## src/rtl/mem_bus_arbiter_pkg.sv

```systemverilog
// Shared encodings for the memory bus arbiter: owner codes, one-hot win
// bit positions and default widths.
package mem_bus_arbiter_pkg;

    localparam int ADDR_WIDTH_DEF = 16;
    localparam int REG_WIDTH_DEF  = 8;

    localparam int WIN_F = 0;
    localparam int WIN_E = 1;
    localparam int WIN_D = 2;

    typedef enum logic [1:0] {
        OWN_NONE = 2'b00,
        OWN_F    = 2'b01,
        OWN_E    = 2'b10,
        OWN_D    = 2'b11
    } owner_e;

    typedef enum logic {
        BUS_OPEN   = 1'b0,
        BUS_LOCKED = 1'b1
    } bus_state_e;

    function automatic owner_e win_to_owner(input logic [2:0] win);
        if (win[WIN_D]) return OWN_D;
        if (win[WIN_E]) return OWN_E;
        if (win[WIN_F]) return OWN_F;
        return OWN_NONE;
    endfunction

endpackage

```

## src/rtl/mem_bus_arbiter_prio_sel.sv

```systemverilog
// Combinational winner select: lock reserves the bus for D, a starved F
// pre-empts everything else, otherwise D > E > F.
module arb_prio_sel
    import mem_bus_arbiter_pkg::*;
(
    input  logic [2:0] req,
    input  logic       locked,
    input  logic       starve_hit,
    output logic [2:0] win
);

    always_comb begin
        win = 3'b000;
        if (locked) begin
            win[WIN_D] = req[WIN_D];
        end else if (starve_hit && req[WIN_F]) begin
            win[WIN_F] = 1'b1;
        end else if (req[WIN_D]) begin
            win[WIN_D] = 1'b1;
        end else if (req[WIN_E]) begin
            win[WIN_E] = 1'b1;
        end else if (req[WIN_F]) begin
            win[WIN_F] = 1'b1;
        end
    end

endmodule

```

## src/rtl/mem_bus_arbiter.sv

```systemverilog
// Shares one registered memory port between fetch (F), execute (E) and
// OAM DMA (D); one transfer per cycle, locked DMA bursts, F anti-starvation.
//
// state      | meaning
// BUS_OPEN   | normal priority arbitration
// BUS_LOCKED | bus reserved for D until it ends or aborts its burst
module mem_bus_arbiter
    import mem_bus_arbiter_pkg::*;
#(
    parameter int ADDR_WIDTH   = ADDR_WIDTH_DEF,
    parameter int REG_WIDTH    = REG_WIDTH_DEF,
    parameter int STARVE_LIMIT = 4
) (
    input  logic                  clk,
    input  logic                  reset,
    input  logic                  f_req,
    input  logic [ADDR_WIDTH-1:0] f_addr,
    output logic                  f_gnt,
    output logic                  f_rvalid,
    input  logic                  e_req,
    input  logic                  e_we,
    input  logic [ADDR_WIDTH-1:0] e_addr,
    input  logic [REG_WIDTH-1:0]  e_wdata,
    output logic                  e_gnt,
    output logic                  e_rvalid,
    input  logic                  d_req,
    input  logic                  d_we,
    input  logic                  d_lock,
    input  logic [ADDR_WIDTH-1:0] d_addr,
    input  logic [REG_WIDTH-1:0]  d_wdata,
    output logic                  d_gnt,
    output logic                  d_rvalid,
    output logic [ADDR_WIDTH-1:0] mem_addr,
    output logic [REG_WIDTH-1:0]  mem_wdata,
    output logic                  mem_we,
    output logic                  mem_re,
    input  logic [REG_WIDTH-1:0]  mem_rdata,
    output logic [REG_WIDTH-1:0]  rdata,
    output logic [1:0]            owner,
    output logic                  locked
);

    localparam logic [3:0] STARVE_MAX = 4'(STARVE_LIMIT);

    bus_state_e bus_q, bus_next;
    owner_e     owner_q, rd_tag_q;
    logic [3:0] starve_q, starve_next;
    logic [2:0] win;
    logic       lock_eff, starve_hit, win_we;

    // An abort (d_req low while locked) opens the bus for this same arbitration.
    assign lock_eff   = (bus_q == BUS_LOCKED) && d_req;
    assign starve_hit = (starve_q == STARVE_MAX);

    arb_prio_sel u_prio_sel (
        .req        ({d_req, e_req, f_req}),
        .locked     (lock_eff),
        .starve_hit (starve_hit),
        .win        (win)
    );

    always_ff @(posedge clk) begin
        if (reset) bus_q <= BUS_OPEN;
        else       bus_q <= bus_next;
    end

    always_comb begin
        bus_next = bus_q;
        case (bus_q)
            BUS_OPEN:   if (win[WIN_D] && d_lock) bus_next = BUS_LOCKED;
            BUS_LOCKED: if (!d_req || (win[WIN_D] && !d_lock)) bus_next = BUS_OPEN;
            default:    bus_next = BUS_OPEN;
        endcase
    end

    always_comb begin
        starve_next = starve_q;
        if (!f_req || win[WIN_F]) begin
            starve_next = 4'd0;
        end else if (!lock_eff && (starve_q < STARVE_MAX)) begin
            starve_next = starve_q + 4'd1;
        end
    end

    assign win_we = (win[WIN_D] && d_we) || (win[WIN_E] && e_we);

    always_ff @(posedge clk) begin
        if (reset) begin
            owner_q   <= OWN_NONE;
            rd_tag_q  <= OWN_NONE;
            starve_q  <= 4'd0;
            mem_addr  <= '0;
            mem_wdata <= '0;
            mem_we    <= 1'b0;
            mem_re    <= 1'b0;
        end else begin
            owner_q  <= win_to_owner(win);
            rd_tag_q <= mem_re ? owner_q : OWN_NONE;
            starve_q <= starve_next;
            mem_we   <= (|win) && win_we;
            mem_re   <= (|win) && !win_we;
            if (win[WIN_D]) begin
                mem_addr  <= d_addr;
                mem_wdata <= d_wdata;
            end else if (win[WIN_E]) begin
                mem_addr  <= e_addr;
                mem_wdata <= e_wdata;
            end else if (win[WIN_F]) begin
                mem_addr  <= f_addr;
            end
        end
    end

    assign owner    = owner_q;
    assign locked   = (bus_q == BUS_LOCKED);
    assign f_gnt    = (owner_q == OWN_F);
    assign e_gnt    = (owner_q == OWN_E);
    assign d_gnt    = (owner_q == OWN_D);
    assign f_rvalid = (rd_tag_q == OWN_F);
    assign e_rvalid = (rd_tag_q == OWN_E);
    assign d_rvalid = (rd_tag_q == OWN_D);
    assign rdata    = mem_rdata;

endmodule
```

## config.mk

```make
export PLATFORM = sky130hd
export DESIGN_NAME = mem_bus_arbiter
export DESIGN_NICKNAME = d
export VERILOG_FILES = /design/src/rtl/mem_bus_arbiter_pkg.sv /design/src/rtl/mem_bus_arbiter_prio_sel.sv /design/src/rtl/mem_bus_arbiter.sv
export SDC_FILE = /design/constraint.sdc
export NUM_CORES = 1
export LEC_CHECK = 0
export BUFFER_PORTS_ARGS = -buffer_cell sky130_fd_sc_hd__buf_2
export CAP_MARGIN = 20
export CORE_MARGIN = 4
export CORE_UTILIZATION = 44
export DETAILED_ROUTE_END_ITERATION = 16
export PLACE_DENSITY = 0.86
export SLEW_MARGIN = 20
export SYNTH_ARGS = -nofsm -noshare
export SYNTH_HDL_FRONTEND = slang
export SYNTH_SLANG_ARGS = --single-unit
```

## constraint.sdc

```tcl
create_clock -name clk -period 2.85 [get_ports clk]
set_input_delay 0.285 -clock clk [delete_from_list [all_inputs] [get_ports clk]]
set_output_delay 0.285 -clock clk [all_outputs]
set_load 0.05 [all_outputs]
```

# ---- Yosys cells after proc, flatten, opt, wreduce, memory -nomap -nowiden
# Cells that the tools add are included.
dict set report word_totals {
  register_bits 35
  latch_bits 0
  ramBits 0
  rom_bits 0
  input_bits 80
  out_inout_bits 43
  word_cells 73
  memories 0
}
dict set report op_classes {
  add_sub_neg 1
  n_mul 0
  n_div 0
  order_cmp 1
  eq_ne 7
  shifts 0
  muxes 32
  bitwise_logic 2
  reduce_logical 22
}
# cell count
set op_table {}
lappend op_table {{two-way mux 16 bit} 3}
lappend op_table {{two-way mux 2 bit} 9}
lappend op_table {{two-way mux 1 bit} 17}
lappend op_table {{two-way mux 8 bit} 2}
lappend op_table {{logical AND 1 bit} 9}
lappend op_table {{== test 2 bit (second input constant)} 4}
lappend op_table {{zero test 1 bit} 5}
lappend op_table {{adder 4 x 1 -> 4 bit (second input constant)} 1}
lappend op_table {{== test 2 x 1 -> 1 bit (second input constant)} 2}
lappend op_table {{== test 4 x 3 -> 1 bit (second input constant)} 1}
lappend op_table {{< comparator 4 x 3 -> 1 bit (second input constant)} 1}
lappend op_table {{OR reduction 2 bit} 2}
lappend op_table {{logical OR 1 bit} 3}
lappend op_table {{nonzero test 3 bit} 1}
lappend op_table {{OR reduction 3 bit} 1}
lappend op_table {{inverter 1 bit} 2}
lappend op_table {{one-hot mux 1 bit (2 select lines)} 1}
lappend op_table {{nonzero test 2 bit} 1}

# ---- Longest topological paths before layout
# Gate-level depths: netlist (run 1).
dict set report logic_depth {
  ltp_word 15
  depth_mapped 7
  depth_no_buf 6
}

# ---- Cells and area by module
# Synthesis (run 1) repeated with hierarchy kept, for this count alone.
dict set report hier_totals {
  hier_cells 189
  area_unflattened_um2 1873.0
}
# module instances cells_each area_each_um2 seq_area_each_um2
set modules_own_cells {}
lappend modules_own_cells {mem_bus_arbiter 1 183 1829.3 700.7}
lappend modules_own_cells {arb_prio_sel 1 6 43.8 0.0}

# ---- Least setup slack after synthesis (run 1)
# Ideal clock, no wire load.
dict set report synth_path {
  path_kind {register to output}
  start {register owner_q[0] (netlist: owner[0])}
  end {output f_gnt}
  arrival_ns 1.433
  required_time_ns 2.565
  path_slack_ns 1.132
  path_stages_with_launch 2
  path_buffers 0
  path_cell_list {dfxtp_1 > nor2b_1}
}
dict set report synth_between {
  elab_chain_cells 1
}
# item line
set synth_rtl {}
lappend synth_rtl {{from (decl)} mem_bus_arbiter.sv:46} ;# owner_e owner_q, rd_tag_q;
lappend synth_rtl {{from (signal assigned)} mem_bus_arbiter.sv:97} ;# owner_q <= win_to_owner(win);
lappend synth_rtl {{== test 2 x 1 -> 1 bit} mem_bus_arbiter.sv:116} ;# assign f_gnt = (owner_q == OWN_F);
lappend synth_rtl {{to (decl)} mem_bus_arbiter.sv:18} ;# output logic f_gnt,
# No other way between the ends.

# ---- Worst setup path in the final report (run 1)
dict set report layout_path {
  start {register starve_q[0]}
  end {register mem_addr[1]}
}
dict set report layout_between {
  elab_chain_cells 6
  word_cells_on_any_way 9
  classes_between {eq/ne: 1; mux: 6; reduce/logical: 2}
}
# item line
set layout_rtl {}
lappend layout_rtl {{from (decl)} mem_bus_arbiter.sv:47} ;# logic [3:0] starve_q, starve_next;
lappend layout_rtl {{from (signal assigned)} mem_bus_arbiter.sv:99} ;# starve_q <= starve_next;
lappend layout_rtl {{== test 4 x 3 -> 1 bit *} mem_bus_arbiter.sv:53} ;# assign starve_hit = (starve_q == STARVE_MAX);
lappend layout_rtl {{logical AND 1 bit *} mem_bus_arbiter_prio_sel.sv:16} ;# end else if (starve_hit && req[WIN_F]) begin
lappend layout_rtl {{two-way mux 2 bit} mem_bus_arbiter_prio_sel.sv:16}
lappend layout_rtl {{two-way mux 2 bit} mem_bus_arbiter_prio_sel.sv:14} ;# if (locked) begin
lappend layout_rtl {{two-way mux 16 bit} mem_bus_arbiter.sv:105} ;# end else if (win[WIN_E]) begin
lappend layout_rtl {{two-way mux 16 bit} mem_bus_arbiter.sv:102} ;# if (win[WIN_D]) begin
lappend layout_rtl {{to (signal assigned)} mem_bus_arbiter.sv:103} ;# mem_addr <= d_addr;
lappend layout_rtl {{to (signal assigned)} mem_bus_arbiter.sv:106} ;# mem_addr <= e_addr;
lappend layout_rtl {{to (signal assigned)} mem_bus_arbiter.sv:109} ;# mem_addr <= f_addr;
lappend layout_rtl {{to (decl)} mem_bus_arbiter.sv:33} ;# output logic [ADDR_WIDTH-1:0] mem_addr,
# Mark *: on every way between the ends. The rest lies on a longest branch, timed or not.
# A chain may end at the register's enable or synchronous reset.

==> results of run 1 <==
[logic make-up after synthesis]
group,after synthesis
xor gates and xnor gates,1
AOI/OAI and AO/OA,73
and+or+nand+nor,36
adders and majority gates,2
DFF,35
buffers and inverters,25
[layer usage]
metal,vias up,share of wire [%],global-route usage (%),wire [um]
met5,-,0,0,0
met4,0,1.4,7.45,69
met3,9,9.0,6.04,433
met2,69,50,33.3,2400
met1,785,40,22.8,1910
li1,833,-,-,-
[power by group through the flow]
stage | Combinational [mW] | Sequential [mW] | Clock (mW)
3_5_place_dp | 0.313 | 0.550 | 0
5_1_grt | 0.334 | 0.544 | 0.343
2_1_floorplan | 0.140 | 0.653 | 0
6_report | 0.312 | 0.540 | 0.321
4_1_cts | 0.314 | 0.540 | 0.332
3_3_place_gp | 0.309 | 0.550 | 0
[state kept, by name, summed over array words and instances, names as in the netlist]
signal	flops
mem_addr	16
starve_q	4
locked	1
mem_wdata	8
mem_re	1
rd_tag_q	2
mem_we	1
owner	2
[worst max path at each step]
stage | startpoint | endpoint | slack [ps] | depth (start not counted)
global placement | starve_q[0]$_SDFFE_PP0P_ | mem_addr[1]$_SDFFE_PP0P_ | 840 | 7
finish | starve_q[0]$_SDFFE_PP0P_ | mem_addr[1]$_SDFFE_PP0P_ | 740 | 7
global route | starve_q[0]$_SDFFE_PP0P_ | mem_addr[1]$_SDFFE_PP0P_ | 540 | 7
detailed placement | starve_q[0]$_SDFFE_PP0P_ | mem_addr[1]$_SDFFE_PP0P_ | 730 | 7
CTS | starve_q[0]$_SDFFE_PP0P_ | mem_addr[1]$_SDFFE_PP0P_ | 710 | 7
floorplan | owner[0]$_SDFF_PP0_ | f_gnt | 1130 | 1
[cells in the final DEF, fill, tap and decap left out, drive strengths merged, types with 5 or more instances in the layout]
cell and n:
nor2b 5, dfxtp 35, a22oi 23, a21oi 28, clkbuf 6, nand3b 10
buf 107, nor2 7, o221ai 14
[through the flow]
| step | cell area, um^2 | hold slack (ps) | util [%] | setup slack (ps) |
|---|---|---|---|---|
| CTS | 2250 | 230 | 60.6 | 709 |
| global placement | 2180 | 473 | 58.7 | 838 |
| finish | 2250 | 235 | 60.6 | 743 |
| global route | 2250 | 253 | 60.6 | 537 |
| detailed placement | 2180 | 474 | 58.7 | 730 |
| floorplan | 1720 | 364 | - | 1130 |
[worst max-delay path: stages, from the launching register on]
cell	delay (ps)
dfxtp_1	340
inv_1	60
ha_1	160
nand4b_2	180
o21ai_2	710
buf_4	260
o221ai_1	140
a21oi_1	190
[area by class of cell]
class / instances / area [um^2]
Sequential cell: 35 / 701
Fill cell: 357 / 1460
Tap cell: 48 / 60.1
Inverter: 4 / 15.0
Timing Repair Buffer: 107 / 538
Clock buffer: 6 / 72.6
Multi-Input combinational cell: 112 / 867
==> run metrics, run 1 <==
CTS sink cnt=35; Diodes inserted=0; core area=3720 um^2; hold_sp=d_lock; DRC viols=0; die area=4960 um^2; Req. time, crit path=3060 ps; Chip Height=70.4 um; Internal=786 uW; I/O pin count=123; r2r startpoint=starve_q[0]$_SDFFE_PP0P_; WL/cell=15.4 um; Max Clk Rate=475 MHz; flop2flop setup slack=740 ps; Synth async-reset ratio=0%; dpl hpwl=3550 um; PwrDens=521 nW/um^2; Final Hold Vio Count=0; Sw Ratio=33.0%; worst-path maximum fanout=21; drt pass-1 iters=4; synth top area cells=dfxtp_1, a22oi_2, o221ai_1; Vias/cell=5.44; first-pass GRT wire length=7830 um; Port Buf Inserts=106; Worst Setup End Kind=flop; fin crit period=2110 ps; hold-critical path endpoint=locked$_SDFF_PP0_; synth unique cells=31; maximum capacitance violations=0; CTS Hold Bufs=0; main combinational cell family by area after synthesis=compound AO/OA/AOI/OAI gates; P_leak=1.05 nW; total power=1.17 mW; worst-case clock buffer depth=2; clk slew on worst S/H paths=60 ps; PostCTS Resize Cnt=0; Detailed Route WL=4810 um; post-route ant nets=0; clk_lat worst skew=280 ps; initial antenna violation count=0; total track usage=19.6%; Seq/Total Area, Yosys=40.8%; Clock Power Share=27.4%; largest net degree at the start of global routing=23; logic gate share of total power=26.6%; outcome=finished clean; Slew HR=40.2%; Simple-Gate Fraction of Synth Area=14.7%; final setup fails=0; max-slew violations=0; Most used DFF post-synth=dfxtp_1; Final Wtd Congestion=0.746; Commonest cells post-synth=dfxtp_1, a21oi_1, o221ai_1, a22oi_1, buf_4; deepest level of the CTS H-tree=2; Final Non-Filler Cells=312; Synth area leader=dfxtp_1; vias in the first global route=1713; EDFF count, synth=0; Synth Warn #=0; CTS tree=built; syn_nets=254; Synth Cell Area=1720 um^2; FF-to-FF End=mem_addr[1]$_SDFFE_PP0P_; Nets=347; syn_area_per_cell=9.97 um^2; layout cells sized above 1=51.5%; Cell Rows=22; RSZ-0062 raised after global routing=false; cell with the most instances after synthesis=dfxtp_1; die width=70.4 um; sequential power share=46.0%; post-synthesis cell count=172; GRT overflow=0; fin crit share=73.9%; Synth Area in Compound Gates=33.9%; WP data arrival=2310 ps; CTS root buf=clkbuf_8; Synth Area in XOR/XNOR=0.511%; startpoint types=flop; Max Clock Skew=4.88 ps; Layout area overhead=31.4%; Hold Crit Class=in -> reg; Sum Neg Setup Slack=0 ps; sw power=387 uW; Synth Area in Adders=1.46%; via count=1696; FF-to-FF path depth=7; TritonCTS buffer count=5; worst vdd ir=327 uV; dpl cells=306; initial drt markers=62; Yosys top cell area share=40.8%; multiplexer share of the synthesized area=0%; Worst Path Class, Setup=reg -> reg; #FFs+latches synth=35; Starting Density=46.2%; Hold Path Cell Cnt=2; Tightest Pin Transition=897 ps; post-CTS setup buffers=0
Power figures use the tool's default switching activity.
==> run 2: changes to the inputs <==
- CORE_UTILIZATION: 44 -> 41
- PLACE_DENSITY: 0.86 -> 0.81
- clock period: 2.85 -> 2 ns (I/O delays scaled with it)
==> run 2 against run 1 <==
Compared with the run above:
- wire length is 2.0% higher
- die area is 6.5% higher
- cell area is 2.1% higher
- power is 45% higher
- global-route usage is 1.6 points lower
- worst hold slack worse by 81 ps
- cell count is 2.2% higher
- first-iteration DRC count is 1.6% lower
- sequential share of layout area is 0.63 points lower
- critical path type unchanged
- critical endpoint is now mem_addr[5]$_SDFFE_PP0P_
- largest power group unchanged
==> run metrics, run 2 (synthesized netlist as in run 1, its figures left out) <==
outcome=finished clean; Hold Path Cell Cnt=2 (unchanged); DRC viols=0 (unchanged); clk_lat worst skew=280 ps (about the same); Worst Setup End Kind=flop; hold_sp=d_lock; first-pass GRT wire length=7410 um (-5.4%); die area=5280 um^2 (+6.5%); Final Wtd Congestion=0.856 (+15%); CTS sink cnt=35 (unchanged); CTS root buf=clkbuf_8; Port Buf Inserts=106 (unchanged); fin crit period=1730 ps (-380 ps); FF-to-FF End=mem_addr[5]$_SDFFE_PP0P_; register area=701 um^2 (unchanged); WL met1=1900 um (-0.63%); final core occ=57.1% (-3.6 points); worst-path maximum fanout=12 (-43%); fill cell count=373 (+4.5%); Layout area overhead=34.1%; Worst Hold Slack=154 ps (-81.1 ps); Top Layer Used=met4; Sum Neg Setup Slack=0 ps (unchanged); Reg with most FFs=mem_addr; Detailed Route WL=4900 um (+2.0%); WP data arrival=1900 ps (-410 ps); Hold Crit Class=in -> reg; max reg flops=16 (unchanged); worst-case clock buffer depth=2 (unchanged); dpl hpwl=3750 um (+5.5%); deepest level of the CTS H-tree=2 (unchanged); flop2flop setup slack=270 ps (-470 ps); PostCTS Resize Cnt=0 (unchanged); RSZ-0062 raised after global routing=false; TritonCTS buffer count=5 (unchanged); GRT overflow=0 (unchanged); Vias/cell=5.33 (-2.0%); Max Clk Rate=579 MHz (+22%); via count=1700 (+0.24%); drt pass-1 iters=4 (unchanged); Tightest Pin Transition=636 ps (-261 ps); initial drt markers=61 (-1.6%); Slew HR=57.6% (+17 points); layout cells sized above 1=52.0% (+0.53 points); registers with the most flip-flops=mem_addr x16, mem_wdata x8, starve_q x4; Final Hold Vio Count=0 (unchanged); post-CTS setup buffers=0 (unchanged); Nets=350 (+0.86%); total track usage=17.9% (-1.6 points); Req. time, crit path=2170 ps (-890 ps); initial antenna violation count=0 (unchanged); Worst Path Class, Setup=reg -> reg; PwrDens=741 nW/um^2 (+42%); Max Clock Skew=5.08 ps (+0.201 ps); FF-to-FF path depth=7 (unchanged); I/O pin count=123 (unchanged); clk slew on worst S/H paths=70 ps (about the same); Starting Density=42.6% (-3.6 points); most frequent cells in the layout=buf_2, dfxtp_1, a21oi_1; fin crit share=86.4% (+12 points); P_leak=1.07 nW (+2.3%); worst vdd ir=449 uV (+38%); die width=72.7 um (+3.2%); core area=4030 um^2 (+8.4%); Diodes inserted=0 (unchanged); vias in the first global route=1643 (-4.1%); largest net degree at the start of global routing=23 (unchanged); Cell Rows=23 (+4.5%); Multi-input gate area=867 um^2 (unchanged); CTS Hold Bufs=0 (unchanged); hold-critical path endpoint=locked$_SDFF_PP0_; met3 WL=473 um (+9.2%); r2r startpoint=starve_q[0]$_SDFFE_PP0P_; post-route ant nets=0 (unchanged); Chip Height=72.7 um (+3.2%); maximum capacitance violations=0 (unchanged); startpoint types=flop; met2 wire len=2450 um (+2.1%); CTS tree=built; final setup fails=0 (unchanged); commonest non-fill, non-tap cell in the layout=buf_2; WL/cell=15.4 um (-0.22%); max-slew violations=0 (unchanged)
==> run 2: cell count changes in the layout (fill, tap and decap cells not counted), sizes merged <==
cell,delta
clkbuf,+1
clkinv,+1
buf,+3
==> run 2: power breakdown <==
part	switching, mW	internal [mW]
Clock	0.239	0.244
Combinational	0.299	0.152
Sequential	0.0274	0.743
Total	0.565	1.14
==> run 2: critical path: stages, from the launching register on <==
cell and delay (ps):
dfxtp_1 340, inv_1 60, ha_1 150, nand4b_2 170, and2_1 340, nor2_4 230, buf_4 240, a21oi_2 70
==> run 2: metal layers <==
metal	GRT usage, %	vias up
li1	-	844
met1	21.1	767
met2	30.4	74
met3	4.55	15
met4	8.20	0
met5	0	-
==> run 2: how the worst max path moves through the flow <==
stage	endpoint	slack, ps	cells past startpoint	start
finish	mem_addr[5]$_SDFFE_PP0P_	270	7	starve_q[0]$_SDFFE_PP0P_
detailed placement	mem_addr[5]$_SDFFE_PP0P_	280	7	starve_q[0]$_SDFFE_PP0P_
global route	mem_addr[4]$_SDFFE_PP0P_	170	7	starve_q[1]$_SDFFE_PP0P_
floorplan	f_gnt	370	1	owner[0]$_SDFF_PP0_
CTS	mem_addr[5]$_SDFFE_PP0P_	260	7	starve_q[0]$_SDFFE_PP0P_
global placement	mem_addr[8]$_SDFFE_PP0P_	320	7	starve_q[0]$_SDFFE_PP0P_
==> run 2: area by class of cell <==
cell class / count / share of cell area [%]
repair buffers: 110 / 24.9
well taps: 50 / 2.72
clock buffers: 7 / 3.32
inverters: 4 / 0.653
flip-flops and latches: 35 / 30.5
multi-input cells: 112 / 37.7
clock inverters: 1 / 0.218
==> run 2: through the flow <==
step / setup WS, ps / power (mW) / cells / cell area, um^2
2_1_floorplan: 367 / 1.13 / 172 / 1720
5_1_grt: 167 / 1.79 / 319 / 2300
3_5_place_dp: 283 / 1.24 / 311 / 2220
4_1_cts: 260 / 1.72 / 319 / 2300
6_report: 273 / 1.70 / 319 / 2300
3_3_place_gp: 325 / 1.23 / 311 / 2220
